### src/rtl/kws_pkg.sv
// Shared types and constants for the KWS PSRAM access path: arbiter FSM states,
// idle pin levels and the engine-to-requester index mapping.
package kws_pkg;

    typedef enum logic [1:0] {
        IDLE    = 2'd0,
        ACTIVE  = 2'd1,
        RELEASE = 2'd2
    } arb_state_t;

    // Pin levels presented to the pad whenever nobody owns the bus
    localparam logic       PSRAM_SCK_IDLE    = 1'b0;
    localparam logic       PSRAM_CE_N_IDLE   = 1'b1;
    localparam logic [3:0] PSRAM_DOUT_IDLE   = 4'h0;
    localparam logic [3:0] PSRAM_DOUTEN_IDLE = 4'h0;

    localparam int REQ_CONV1   = 0;
    localparam int REQ_CONV2   = 1;
    localparam int REQ_FC1     = 2;
    localparam int REQ_FC2     = 3;
    localparam int REQ_MAXPOOL = 4;
    localparam int REQ_SOFTMAX = 5;
    localparam int REQ_COUNT   = 6;

    // Bits needed to index n items, never narrower than one bit
    function automatic int idx_width(input int n);
        return (n > 1) ? $clog2(n) : 1;
    endfunction

endpackage

### src/rtl/psram_arbiter_rr.sv
// Round-robin pick: first set bit of req_i at or after ptr_i, wrapping at NUM_REQ.
// Purely combinational; returns both the one-hot winner and its encoded id.
module rr_arbiter
    import kws_pkg::*;
#(
    parameter int NUM_REQ = REQ_COUNT,
    parameter int IDW     = idx_width(NUM_REQ)
) (
    input  logic [NUM_REQ-1:0] req_i,
    input  logic [IDW-1:0]     ptr_i,
    output logic               valid_o,
    output logic [NUM_REQ-1:0] onehot_o,
    output logic [IDW-1:0]     id_o
);

    localparam int SW = IDW + 1;

    logic [SW-1:0]  sum;
    logic [IDW-1:0] pos;

    always_comb begin
        // NOTE: every signal written here gets a default first so no latch is inferred.
        valid_o  = 1'b0;
        onehot_o = '0;
        id_o     = '0;
        sum      = '0;
        pos      = '0;
        // Scan from the farthest offset down so the nearest requester is written last and wins
        for (int off = NUM_REQ - 1; off >= 0; off--) begin
            sum = {1'b0, ptr_i} + SW'(off);
            if (sum >= SW'(NUM_REQ)) begin
                sum = sum - SW'(NUM_REQ);
            end
            pos = sum[IDW-1:0];
            if (req_i[pos]) begin
                valid_o       = 1'b1;
                onehot_o      = '0;
                onehot_o[pos] = 1'b1;
                id_o          = pos;
            end
        end
    end

endmodule

### src/rtl/psram_arbiter.sv
// Single-owner arbiter for the shared QSPI PSRAM: round-robin grant with ownership lock,
// enforced CE# high time between owners and a maximum-ownership watchdog.
module psram_arbiter
    import kws_pkg::*;
#(
    parameter int NUM_REQ     = REQ_COUNT,
    parameter int CE_HIGH_CYC = 4,
    parameter int TIMEOUT_CYC = 4096,
    parameter int IDW         = idx_width(NUM_REQ)
) (
    input  logic                   clk,
    input  logic                   rst,
    input  logic [NUM_REQ-1:0]     req,
    output logic [NUM_REQ-1:0]     gnt,
    input  logic [NUM_REQ-1:0]     req_sck,
    input  logic [NUM_REQ-1:0]     req_ce_n,
    input  logic [4*NUM_REQ-1:0]   req_dout,
    input  logic [4*NUM_REQ-1:0]   req_douten,
    output logic [3:0]             req_din,
    output logic                   psram_sck,
    output logic                   psram_ce_n,
    output logic [3:0]             psram_dout,
    output logic [3:0]             psram_douten,
    input  logic [3:0]             psram_din,
    output logic                   busy,
    output logic [IDW-1:0]         owner_id,
    output logic                   timeout_err,
    output logic [IDW-1:0]         timeout_id
);

    localparam int WDW = idx_width(TIMEOUT_CYC);
    localparam int CEW = idx_width(CE_HIGH_CYC);
    localparam logic [WDW-1:0] WD_LAST = WDW'(TIMEOUT_CYC - 1);
    localparam logic [CEW-1:0] CE_LAST = CEW'(CE_HIGH_CYC - 1);

    arb_state_t         state_q, state_d;
    logic [NUM_REQ-1:0] gnt_q, gnt_d;
    logic [NUM_REQ-1:0] mask_q, mask_d;
    logic [IDW-1:0]     ptr_q, ptr_d;
    logic [IDW-1:0]     owner_q, owner_d;
    logic [IDW-1:0]     tid_q, tid_d;
    logic [WDW-1:0]     wd_q, wd_d;
    logic [CEW-1:0]     ce_q, ce_d;
    logic               err_q, err_d;
    logic               release_bus;

    logic               pick_valid;
    logic [NUM_REQ-1:0] pick_onehot;
    logic [IDW-1:0]     pick_id;

    function automatic logic [IDW-1:0] next_id(input logic [IDW-1:0] id);
        return (id == IDW'(NUM_REQ - 1)) ? '0 : id + 1'b1;
    endfunction

    rr_arbiter #(
        .NUM_REQ (NUM_REQ),
        .IDW     (IDW)
    ) u_rr (
        .req_i    (req & ~mask_q),
        .ptr_i    (ptr_q),
        .valid_o  (pick_valid),
        .onehot_o (pick_onehot),
        .id_o     (pick_id)
    );

    always_comb begin
        state_d     = state_q;
        gnt_d       = gnt_q;
        ptr_d       = ptr_q;
        owner_d     = owner_q;
        tid_d       = tid_q;
        wd_d        = wd_q;
        ce_d        = ce_q;
        err_d       = err_q;
        release_bus = 1'b0;
        // A masked (timed-out) requester becomes eligible again once it has dropped req
        mask_d      = mask_q & req;

        case (state_q)
            IDLE: begin
                if (pick_valid) begin
                    gnt_d   = pick_onehot;
                    owner_d = pick_id;
                    wd_d    = '0;
                    state_d = ACTIVE;
                end
            end
            ACTIVE: begin
                wd_d = wd_q + 1'b1;
                if (!req[owner_q]) begin
                    release_bus = 1'b1;
                end else if (wd_q == WD_LAST) begin
                    release_bus     = 1'b1;
                    err_d           = 1'b1;
                    tid_d           = owner_q;
                    mask_d[owner_q] = 1'b1;
                end
            end
            RELEASE: begin
                ce_d = ce_q + 1'b1;
                if (ce_q == CE_LAST) begin
                    state_d = IDLE;
                end
            end
            default: state_d = IDLE;
        endcase

        if (release_bus) begin
            gnt_d   = '0;
            ptr_d   = next_id(owner_q);
            ce_d    = '0;
            state_d = RELEASE;
        end
    end

    always_ff @(posedge clk) begin
        if (rst) begin
            state_q <= IDLE;
            gnt_q   <= '0;
            mask_q  <= '0;
            ptr_q   <= '0;
            owner_q <= '0;
            tid_q   <= '0;
            wd_q    <= '0;
            ce_q    <= '0;
            err_q   <= 1'b0;
        end else begin
            // NOTE: non-blocking so every register here samples the pre-edge values.
            state_q <= state_d;
            gnt_q   <= gnt_d;
            mask_q  <= mask_d;
            ptr_q   <= ptr_d;
            owner_q <= owner_d;
            tid_q   <= tid_d;
            wd_q    <= wd_d;
            ce_q    <= ce_d;
            err_q   <= err_d;
        end
    end

    // Pins follow the owner only while ACTIVE; owner_q is registered so the mux adds no latency
    always_comb begin
        psram_sck    = PSRAM_SCK_IDLE;
        psram_ce_n   = PSRAM_CE_N_IDLE;
        psram_dout   = PSRAM_DOUT_IDLE;
        psram_douten = PSRAM_DOUTEN_IDLE;
        if (state_q == ACTIVE) begin
            psram_sck    = req_sck[owner_q];
            psram_ce_n   = req_ce_n[owner_q];
            psram_dout   = req_dout[{owner_q, 2'b00} +: 4];
            psram_douten = req_douten[{owner_q, 2'b00} +: 4];
        end
    end

    assign req_din     = psram_din;
    assign gnt         = gnt_q;
    assign busy        = (state_q != IDLE);
    assign owner_id    = owner_q;
    assign timeout_err = err_q;
    assign timeout_id  = tid_q;

endmodule

### config.mk
export PLATFORM = sky130hd
export DESIGN_NAME = psram_arbiter
export DESIGN_NICKNAME = d
export VERILOG_FILES = /design/src/rtl/kws_pkg.sv /design/src/rtl/psram_arbiter_rr.sv /design/src/rtl/psram_arbiter.sv
export SDC_FILE = /design/constraint.sdc
export NUM_CORES = 1
export LEC_CHECK = 0
export CAP_MARGIN = 10
export CORE_UTILIZATION = 50
export CTS_CLUSTER_DIAMETER = 150
export DETAILED_ROUTE_END_ITERATION = 6
export PLACE_DENSITY = 0.78
export SYNTH_ARGS = -nofsm -noshare
export SYNTH_HDL_FRONTEND = slang
export SYNTH_SLANG_ARGS = --single-unit
### constraint.sdc
create_clock -name clk -period 4 [get_ports clk]
set_input_delay 0.4 -clock clk [delete_from_list [all_inputs] [get_ports clk]]
set_output_delay 0.4 -clock clk [all_outputs]
set_load 0.01 [all_outputs]
==> impl_metrics.py <==
metrics = {
    "drt": {
        "viasPerCell": 6.203,
        "drc": 0,
        "drt_iter0_markers": 299,
        "first_pass_iters": 5,
        "post_drt_wl_per_cell_um": 18.86,
        "vias": 4088,
        "ant_nets": 0,
        "routed_wl_mm": 12.43,
    },
    "final_layout": {
        "utilization": 0.6719,
        "fin_nets": 641,
        "nFillCells": 644,
        "diodes": 0,
        "most-common-layout-cells": "clkdlybuf4s50_1, nor2_1, dfxtp_1",
        "fin_area_mm2": 0.004847,
        "mostFrequentLayoutCell": "clkdlybuf4s50_1",
        "layout-drive-gt1-share": 0.1071,
        "area_growth_pct": 30.31,
        "layout.cells.non_filler": 659,
    },
    "run_status": {
        "status": "finished clean",
    },
    "clocking": {
        "cts_hold_buffers": 0,
        "cts_resized": 0,
        "cts_buffer_depth": 2,
        "clock_latency_ps": 290,
        "tritoncts": "yes",
        "cts_num_sinks": 38,
        "numCtsBuffers": 5,
        "root_buffer": "clkbuf_8",
        "cts.clk_slew.worst_paths_ps": 80,
        "cts_setup_buffers": 0,
        "htree_levels": 2,
    },
    "die": {
        "die_area_mm2": 0.007789,
        "num_rows": 31,
        "die_h_um": 88.26,
        "coreArea_mm2": 0.007214,
        "die-width_um": 88.26,
        "pin_count": 100,
        "start_util": 0.5156,
    },
    "setup_path": {
        "cp_cell_sequence": "ha_1 -> nand2_1 -> xor2_1 -> nor3_1 -> nor3_1 -> o21a_1 -> or3b_1 -> a311oi_1",
        "cp_slowest_stage_delay_ps": 690,
        "critPathMaxFanout": 16,
        "path_class": "reg2reg",
        "start_kind": "flip-flop",
        "end_kind": "flip-flop",
        "slowest_stage": "dfxtp_1",
        "cpMostUsedCell": "nor3_1",
        "arrival_ps": 3640,
        "required_ps": 4200,
    },
    "power_and_ir_drop": {
        "report.power.total_mw": 3.480,
        "power_leakage_nw": 1.775,
        "p_per_area_mw_per_mm2": 717.9,
        "seqPwrFrac": 0.151,
        "intPower_mw": 1.759,
        "switching_power_mw": 1.720,
        "clock_power_share": 0.113,
        "swShare": 0.4944,
        "ir_drop_v": 0.0004409,
        "pwr-share-comb": 0.736,
    },
    "sta": {
        "skew_ps": 5.006,
        "slew_violations": 0,
        "period_minus_slack_ps": 3446,
        "finalSetupTns_ps": 0,
        "timing.final.crit_share": 0.8615,
        "rsz0062_at_grt": "no",
        "worst_pin_slew_ps": 916.3,
        "clock.fmax_mhz": 290.2,
        "slew_headroom": 0.3883,
        "setup_violations": 0,
        "setup_ws_ps": 553.8,
        "hold_viol": 0,
        "whs_ps": 471.2,
    },
    "global_route": {
        "groute.usage.overall": 0.3149,
        "grt-ovfl-total": 0,
        "grt_pass1_vias": 3639,
        "antenna_found_initial": 0,
        "grt_max_degree": 28,
        "grt_pass1_wl_mm": 18.88,
    },
    "synth": {
        "yosys_warnings": 0,
        "syn_nets": 563,
        "synth_cell_type_count": 76,
        "syn_inst": 481,
        "synth_seq_cells": 38,
        "synth_ff_type": "dfxtp_1",
        "synth_edf_count": 0,
        "yosysSeqAreaShare": 0.2045,
        "synthesis.area_mm2": 0.003720,
        "async_flop_share": 0,
        "avgSynthCellArea_um2": 7.734,
    },
    "hold_path": {
        "hp-class": "reg2reg",
    },
    "placement": {
        "placed_area_mm2": 0.004710,
        "place_ws_ps": 634.7,
        "hpwl_mm": 9.477,
        "numPortBuffers": 91,
        "dp.cells": 651,
        "routabilityCongestion": 0.9641,
    },
    "flow_run": {
        "maxCapViolCount": 0,
    },
}
power by group through the flow:
stage	Sequential, mW	Clock, mW	Combinational [mW]
floorplan	0.511	0	1.73
global placement	0.531	0	2.47
detailed placement	0.533	0	2.48
CTS	0.525	0.400	2.50
global route	0.538	0.416	2.77
finish	0.525	0.393	2.56
registers in the layout (all words and copies together) (netlist names):
name,count
mask_q,6
gnt,6
timeout_err,1
wd_q,12
timeout_id,3
ptr_q,3
state_q,2
ce_q,2
owner_id,3
worst max-delay path, delay by kind of cell (launching register included):
family / cells / cell delay (ps)
AO/OA/AOI/OAI: 2 / 540
flip-flops: 1 / 690
adder cells (fa/ha/maj): 1 / 640
AND/OR/NAND/NOR: 4 / 1260
XOR/XNOR: 1 / 220
routing by layer:
metal	track usage	wire length, um	up-vias
li1	-	-	1955
met3	0.1054	1185	30
met1	0.4339	5324	1924
met4	0.08065	253	0
met2	0.4734	5662	179
met5	0	0	-
final timing paths:
path | from | to | slack (ps) | cells after the start
min | timeout_err$_SDFFE_PP0P_ | timeout_err$_SDFFE_PP0P_ | 470 | 2
max | ptr_q[2]$_SDFFE_PP0P_ | gnt[2]$_SDFFE_PP0P_ | 550 | 8
max reg2reg | ptr_q[2]$_SDFFE_PP0P_ | gnt[2]$_SDFFE_PP0P_ | 550 | 8
min reg2reg | timeout_err$_SDFFE_PP0P_ | timeout_err$_SDFFE_PP0P_ | 470 | 2
cell usage after synthesis, types with 7 or more instances:
| cell type | count | area share |
|---|---|---|
| a21oi_1 | 33 | 0.044 |
| dfxtp_1 | 38 | 0.20 |
| mux4_2 | 14 | 0.085 |
| a311oi_1 | 11 | 0.026 |
| nand2_1 | 36 | 0.036 |
| buf_2 | 9 | 0.012 |
| nor3_1 | 14 | 0.019 |
| mux2i_1 | 12 | 0.032 |
| nor2_1 | 63 | 0.064 |
| ha_1 | 10 | 0.034 |
| nand3_1 | 14 | 0.019 |
| and3_1 | 7 | 0.012 |
| nand2b_1 | 9 | 0.015 |
| xor2_1 | 8 | 0.019 |
| or2_2 | 7 | 0.012 |
| inv_1 | 13 | 0.013 |
| clkbuf_1 | 19 | 0.019 |
| o21ai_0 | 16 | 0.022 |
| a31oi_1 | 14 | 0.024 |
final cells by class:
cell class,instances,area (um2),share of cell area
clock buffers,5,68.82,0.01420
multi-input cells,391,2726,0.5625
clock inverters,3,68.82,0.01420
repair buffers,109,1046,0.2158
flip-flops and latches,38,760.7,0.1569
inverters,14,52.55,0.01084
well taps,99,123.9,0.02556
kinds of logic after synthesis:
| logic type | after synthesis | synth area share |
|---|---|---|
| muxes | 27 | 0.1201 |
| buffers and inverters | 52 | 0.06256 |
| xor gates and xnor gates | 13 | 0.03263 |
| adders and majority gates | 10 | 0.03364 |
| DFF | 38 | 0.2045 |
| AOI/OAI and AO/OA | 141 | 0.2708 |
| and+or+nand+nor | 200 | 0.2758 |
Note: power is estimated with default switching activity, not from simulation.
